[src/rtl/music_pkg.sv]
// music_pkg: shared widths, rest encoding and player state for the song datapath
package music_pkg;
  localparam int NOTE_W = 6;
  localparam int DUR_W = 6;
  localparam int STEP_W = 20;
  localparam logic [NOTE_W-1:0] REST_NOTE = '0;
  typedef enum logic [1:0] {IDLE, PLAYING, DONE} state_e;
endpackage

[src/rtl/freq_rom.sv]
// freq_rom: note index -> sine phase increment, equal-tempered from A1 upward
module freq_rom
  import music_pkg::*;
(
  input  logic [NOTE_W-1:0] note,
  output logic [STEP_W-1:0] step_size
);
  // One octave of steps (55 Hz base, 2^20 phase, 48 kHz); higher octaves are left shifts
  localparam logic [11:0] SEMI [12] = '{12'd1202, 12'd1273, 12'd1349, 12'd1429,
                                        12'd1514, 12'd1604, 12'd1699, 12'd1800,
                                        12'd1907, 12'd2021, 12'd2141, 12'd2268};
  logic [NOTE_W-1:0] idx;
  logic [3:0] semi;
  logic [2:0] oct;
  always_comb begin
    idx = note - 1'b1;
    semi = 4'(idx % 12);
    oct = 3'(idx / 12);
    step_size = (note == REST_NOTE) ? '0 : STEP_W'(SEMI[semi]) << oct;
  end
endmodule

[src/rtl/note_player_ctrl.sv]
// note_player_ctrl: times each note from song_reader in beats and drives the
// sine step size, returning a one-cycle note_done when the note has elapsed.
module note_player_ctrl
  import music_pkg::*;
#(
  parameter int BEAT_DIV = 1000
) (
  input  logic              clk,
  input  logic              reset,
  input  logic              play,
  input  logic              new_note,
  input  logic [NOTE_W-1:0] note,
  input  logic [DUR_W-1:0]  duration,
  input  logic              song_done,
  output logic [STEP_W-1:0] step_size,
  output logic              note_active,
  output logic              note_done,
  output logic              beat
);
  localparam int CNT_W = $clog2(BEAT_DIV);
  state_e state_q, state_d;
  logic [CNT_W-1:0] cnt_q, cnt_d;
  logic [DUR_W-1:0] rem_q, rem_d;
  logic [STEP_W-1:0] step_q, step_d, rom_step;
  logic active_q, active_d, done_q, done_d, run;

  freq_rom u_rom (.note, .step_size(rom_step));

  assign run = play && state_q == PLAYING;
  assign beat = run && cnt_q == CNT_W'(BEAT_DIV - 1);
  assign step_size = play ? step_q : '0;
  assign note_active = active_q;
  assign note_done = done_q;

  // A zero-length note arriving during DONE detours through PLAYING so note_done never repeats back to back
  always_comb begin
    state_d = state_q;
    cnt_d = cnt_q;
    rem_d = rem_q;
    step_d = step_q;
    if (song_done) begin
      state_d = IDLE;
      cnt_d = '0;
      rem_d = '0;
      step_d = '0;
    end else if (new_note) begin
      state_d = (duration == '0 && state_q != DONE) ? DONE : PLAYING;
      cnt_d = '0;
      rem_d = duration;
      step_d = (duration == '0) ? '0 : rom_step;
    end else if (state_q == PLAYING) begin
      cnt_d = beat ? '0 : run ? cnt_q + 1'b1 : cnt_q;
      rem_d = (beat && rem_q != '0) ? rem_q - 1'b1 : rem_q;
      state_d = (rem_d == '0) ? DONE : PLAYING;
      step_d = (rem_d == '0) ? '0 : step_q;
    end else if (state_q == DONE) begin
      state_d = IDLE;
    end
    active_d = state_d == PLAYING;
    done_d = state_d == DONE;
  end

  always_ff @(posedge clk or negedge reset) begin
    if (!reset) begin
      state_q <= IDLE;
      cnt_q <= '0;
      rem_q <= '0;
      step_q <= '0;
      active_q <= 1'b0;
      done_q <= 1'b0;
    end else begin
      state_q <= state_d;
      cnt_q <= cnt_d;
      rem_q <= rem_d;
      step_q <= step_d;
      active_q <= active_d;
      done_q <= done_d;
    end
  end
endmodule

[config.mk]
export PLATFORM = sky130hd
export DESIGN_NAME = note_player_ctrl
export DESIGN_NICKNAME = d
export VERILOG_FILES = /design/src/rtl/music_pkg.sv /design/src/rtl/freq_rom.sv /design/src/rtl/note_player_ctrl.sv
export SDC_FILE = /design/constraint.sdc
export NUM_CORES = 1
export LEC_CHECK = 0
export ABC_AREA = 1
export BUFFER_PORTS_ARGS = -buffer_cell sky130_fd_sc_hd__buf_2
export CAP_MARGIN = 15
export CORE_MARGIN = 3
export CORE_UTILIZATION = 45
export CTS_CLUSTER_SIZE = 28
export DETAILED_ROUTE_END_ITERATION = 7
export PLACE_DENSITY_LB_ADDON = 0.08
export RECOVER_POWER = 25
export SYNTH_ARGS = -nofsm -noshare
export SYNTH_HDL_FRONTEND = slang
export SYNTH_SLANG_ARGS = --single-unit
[constraint.sdc]
create_clock -name clk -period 3 [get_ports clk]
set_clock_uncertainty 0.1 [all_clocks]
set_input_delay 0.15 -clock clk [delete_from_list [all_inputs] [get_ports clk]]
set_output_delay 0.15 -clock clk [all_outputs]
set_load 0.1 [all_outputs]
==> Word level (Yosys, flattened, before mapping) <==
Memory sizes are Yosys's and may differ from the RTL's.
Index checks and enable logic that the tools add are counted.
{ "classes": {"addsub": 3, "multipliers": 0, "div": 2, "magnitude_cmp": 1, "eq_ne": 6, "shift": 1, "muxes": 24, "n_bitwise": 1, "reduce_logical": 13} }
{ "op_table": {"columns": ["op", "count"], "rows": [
  ["20-bit 2-to-1 mux", 7],
  ["10-bit 2-to-1 mux", 5],
  ["6-bit by 4-bit divider with 32-bit output (second input constant)", 1],
  ["6-bit by 4-bit remainder unit with 32-bit output (second input constant)", 1],
  ["12-bit 2-to-1 mux", 2],
  ["6-bit 2-to-1 mux", 4],
  ["12-bit by 3-bit left shift with 20-bit output", 1],
  ["6-bit zero test", 3],
  ["2-bit 2-to-1 mux", 6],
  ["6-bit by 1-bit subtractor with 6-bit output (second input constant)", 2],
  ["10-bit by 1-bit adder with 10-bit output (second input constant)", 1],
  ["10-bit == test (second input constant)", 1],
  ["3-bit nonzero test", 2],
  ["6-bit nonzero test", 1],
  ["5-bit >= comparator (second input constant)", 1],
  ["4-bit inverter with 5-bit output", 1],
  ["2-bit by 1-bit == test with 1-bit output (second input constant)", 2],
  ["2-bit == test (second input constant)", 2],
  ["1-bit logical AND", 4],
  ["2-bit AND reduction", 2],
  ["4-bit nonzero test", 1],
  ["2-bit inequality test (second input constant)", 1]
]} }
{ "word_totals": {"regBits": 40, "latchBits": 0, "ramBits": 0, "romBits": 192, "in_bits": 17, "out_inout_bits": 23, "wordCells": 58, "memories": 1} }
{ "memory_table": {"columns": ["name", "words", "width", "rd", "rd_ports_with_merged_regs", "write_ports", "line_no", "source"], "rows": [
  ["(no name shown)", 16, 12, 1, 0, 0, "freq_rom.sv:19", "step_size = (note == REST_NOTE) ? '0 : STEP_W'(SEMI[semi]) << oct;"]
]} }

==> Longest topological paths before layout <==
{ "logic_depth": {"word_depth": 11, "mapped_depth": 27} }

==> Modules after synthesis <==
A second synthesis with hierarchy kept.
{ "unflattened": {"hier_cells": 536, "area_unflattened_um2": 3621.0} }
{ "by_module_without_submodules": {"columns": ["module", "n_inst", "cells_each", "area_each_um2", "seq_area_each_um2"], "rows": [
  ["note_player_ctrl", 1, 318, 2479.9, 1001.0],
  ["freq_rom", 1, 218, 1141.1, 0.0]
]} }

==> Least setup slack after synthesis <==
Ideal clock, no wire load.
{ "synth_path": {"path_type": "in2reg", "from": "input port note[0]", "to": "register step_q[13]", "t_arrival_ps": 2810, "path_slack_ps": -32, "path_stages": 26, "path_buffers": 1, "cell_sequence": "inv_2 ha_1 nand2_1 xor2_1 inv_1 ha_1 inv_1 o21ai_0 inv_1 nand3_1 nand2_1 inv_1 ha_1 nor2_1 nand3_2 nor2_8 nand2_4 nand2_2 buf_6 nand3_1 nand2_1 nand2_1 nand3_1 nand2_1 nand2_1 nand3_2"} }
{ "synth_via": {"elab_chain_cells": 11} }
{ "synth_lines": {"columns": ["item", "line_no", "source"], "rows": [
  ["start, declared", "note_player_ctrl.sv:12", "input logic [NOTE_W-1:0] note,"],
  ["6-bit by 1-bit subtractor with 6-bit output", "freq_rom.sv:16", "idx = note - 1'b1;"],
  ["6-bit by 4-bit remainder unit with 32-bit output", "freq_rom.sv:17", "semi = 4'(idx % 12);"],
  ["4-bit inverter with 5-bit output (not written as such)", "freq_rom.sv:19", null],
  ["memory read 16 x 12 bit", null, null],
  ["12-bit 2-to-1 mux (not written as such) (2 in a row)", "freq_rom.sv:19", null],
  ["12-bit by 3-bit left shift with 20-bit output", "freq_rom.sv:19", null],
  ["20-bit 2-to-1 mux (*)", "freq_rom.sv:19", null],
  ["20-bit 2-to-1 mux (*)", "note_player_ctrl.sv:50", "step_d = (duration == '0) ? '0 : rom_step;"],
  ["20-bit 2-to-1 mux (*)", "note_player_ctrl.sv:46", "end else if (new_note) begin"],
  ["20-bit 2-to-1 mux (*)", "note_player_ctrl.sv:41", "if (song_done) begin"],
  ["end signal, assigned", "note_player_ctrl.sv:75", "step_q <= step_d;"],
  ["end, declared", "note_player_ctrl.sv:24", "logic [STEP_W-1:0] step_q, step_d, rom_step;"]
]} }
Every way passes the cells marked *; elsewhere a longest branch is shown, timed or not. The select of a mux whose other input is x is not followed.
A chain may end at the register's enable or synchronous reset.

==> Final worst setup path <==
{ "layout_path": {"from": "input port note[1]", "to": "register step_q[4]"} }
Same word-level chain as after synthesis.

==> results.md <==
- GR Util met2: 33.9%
- Fillers: 680
- I/O Buffers: 38
- Vias: 3304
- WS Path Type: input port to register
- Final Hold Fails: 0
- 1st-pass router iterations: 5
- Design Power: 1.78 mW
- Initial antenna violation count: 0
- Data required, critical path: 3130 ps
- Met1 Use GR: 25.0%
- First-iteration detailed-routing DRC count: 115
- Die ar.: 0.00825 mm²
- Layout Utilization: 58.2%
- CTS tree: done
- Longest Clk Path Bufs: 2
- FF/Latch Area: 976 µm²
- Critical-path top delay cell: or2_1
- Drt drc: 0
- Avg Synthesized Cell Area: 6.77 µm²
- Most frequent cells in the layout: nand2_1 (119), nand3_1 (82), inv_1 (65)
- Number of CTS-inserted buffers: 5
- Worst-path clk slew: 80 ps
- Worst path cell trace: clkbuf_4 -> inv_2 -> ha_4 -> nand2_1 -> xor2_2 -> inv_2 -> ha_2 -> inv_1 -> o21ai_1 -> inv_1 -> nand3_1 -> nand2_2 -> inv_1 -> ha_1 -> nor2_2 -> nand2_2 -> inv_2 -> nand3_4 -> nand2_4 -> nand2_4 -> nand2_1 -> nand4_1 -> or2_1 -> nand3_1
- Most common cell after layout, fill and taps aside: nand2_1
- Ys Warns: 0
- DP Worst Slack: -230 ps
- Core footprint: 0.00687 mm²
- Minimum clock period: 2830 ps
- Share of cells above drive strength 1: 26.7%
- WP data arrival: 2960 ps
- Routed Antenna Nets: 0
- GR Util met3: 2.58%
- Vias in the first global route: 3004
- Slew HR: -42.4%
- Wirelength per Cell: 12.7 µm
- Final GP Congestion: 0.954
- Row cnt: 30
- Global route total overflow: 0
- DIE HEIGHT: 90.8 µm
- Syn_nets: 510
- CTS sink count: 39
- Syn Inst Count: 478
- Top Ports: 40
- Placed inst area: 0.00372 mm²
- Pwr per Cell Area: 444 mW/mm²
- Fin nets: 578
- Critical path peak fanout: 11
- Dpl hpwl: 6.15 mm
- Post-Syn Area: 0.00324 mm²
- First-pass GRT wire length: 13.3 mm
- Layout area overhead: 23.5%
- Tcrit/Tclk final: 94.3%
- Worst-Margin Slew: 2140 ps
- Total global-route track usage: 19.3%
- Netlist cell types: 38
- Critical path launch point type: input port
- H-tree depth: 2
- Max-slew violations: 40
- Failing checks: max-capacitance violations, max-slew violations
- Max rail drop VDD: 0.232 mV
- CP peak stage delay: 250 ps
- Max Cap Viol: 1
- CTS Root Buffer Type: clkbuf_8
- Cell area after layout: 0.00400 mm²
- LEAKAGE: 2.26 nW
- Chip Width: 90.8 µm
- Final setup margin: 171 ps
- Diodes inserted: 0
- CP Capture Type: register
- Worst-Skew Late Latency: 290 ps
- Starting Density: 47.1%
- Worst hold-check path type: input port to register
- Multi-input gate area: 0.00206 mm²
- Fmax: 0.354 GHz
- Post-synthesis sequential area ratio: 30.1%
- Most Crowded Layer GR: met2
- Outcome: complete, but fails checks
- Seq cells post-synth: 39
- Largest net degree at the start of global routing: 40
- Setup violators final: 0
- Vias/cell: 5.14
- Routed Wire Length: 8.17 mm
## path summary, 6_finish.rpt
path / start / endpoint / slack, ps / cells past startpoint
min in group asynchronous: reset / rem_q[4] / 920 / 2
worst min-delay path: duration[5] / rem_q[5] / 40 / 3
worst max-delay path: note[1] / step_q[4] / 170 / 24
max in group asynchronous: reset / cnt_q[5] / 660 / 2
worst min register to register: step_q[2] / step_q[2] / 410 / 2
worst max register to register: cnt_q[0] / note_done / 670 / 13
## layer usage
metal  routed length [µm]  up-vias
met5                    0        -
met4                  116        0
met3                  374       13
met2                 4080       97
met1                 3600     1530
li1                     -     1664
## sequential cells by signal, indices dropped and copies added (netlist names)
register	flops
cnt_q	10
state_q	2
step_q	19
note_active	1
note_done	1
rem_q	6
## final cells by class
cell class	count	area share, %
clock buffers	6	1.81
multi-input cells	350	51.4
inverters	74	6.95
repair buffers	76	12.1
well taps	96	3.00
clock inverters	2	0.313
flip-flops and latches	39	24.4
## cell families after synthesis
logic type | count (synthesis) | share of synthesized area [%]
fa+ha+maj | 15 | 5.80
xor+xnor | 11 | 2.98
compound gates | 25 | 4.71
flops | 39 | 30.1
other cells | 1 | 0.116
buf+inv | 89 | 11.8
simple gates | 298 | 44.4
## metrics by stage
stage / hold WS [ps] / setup TNS, ps / cells
finish: 39.4 / 0 / 643
global route: 54.8 / -209 / 643
CTS: 35.0 / 0 / 640
detailed placement: 223 / -3500 / 631
global placement: 227 / -1930 / 631
floorplan: -246 / 0 / 478
## worst max-delay path: cells and delay by family
family / cells / cell delay (ps)
XOR/XNOR: 1 / 170
AO/OA/AOI/OAI: 1 / 70
adder cells (fa/ha/maj): 3 / 530
AND/OR/NAND/NOR: 12 / 1510
buffers and inverters: 7 / 520
## Yosys cell counts, drive strengths merged
master | count | area share [%]
o21ai | 11 | 1.7
ha | 15 | 5.8
o21a | 1 | 0.23
inv | 74 | 8.6
clkbuf | 5 | 0.70
buf | 10 | 2.5
nand2 | 136 | 17
nor3 | 4 | 0.77
a211oi | 7 | 1.6
o31ai | 2 | 0.46
nand3b | 2 | 0.46
or2 | 1 | 0.19
nor3b | 2 | 0.46
and3 | 1 | 0.19
nand4 | 9 | 1.9
dfrtp | 39 | 30
a21boi | 1 | 0.23
nand3 | 108 | 18
xor2 | 11 | 3.0
nor4 | 1 | 0.19
nor2 | 34 | 5.0
a21oi | 3 | 0.46
conb | 1 | 0.12
## report_power, final
part | switching, mW | internal (mW)
clock | 0.189 | 0.163
sequential | 0.0223 | 0.563
combinational | 0.572 | 0.267
## what timing repair did
action,4_1_cts,5_1_grt
hold buffers,1,0
buffers inserted,0,3
gates resized for setup,0,44
hold endpoints to repair,39,0
endpoints found under the setup margin,0,19
Note: power is estimated with default switching activity, not from simulation.
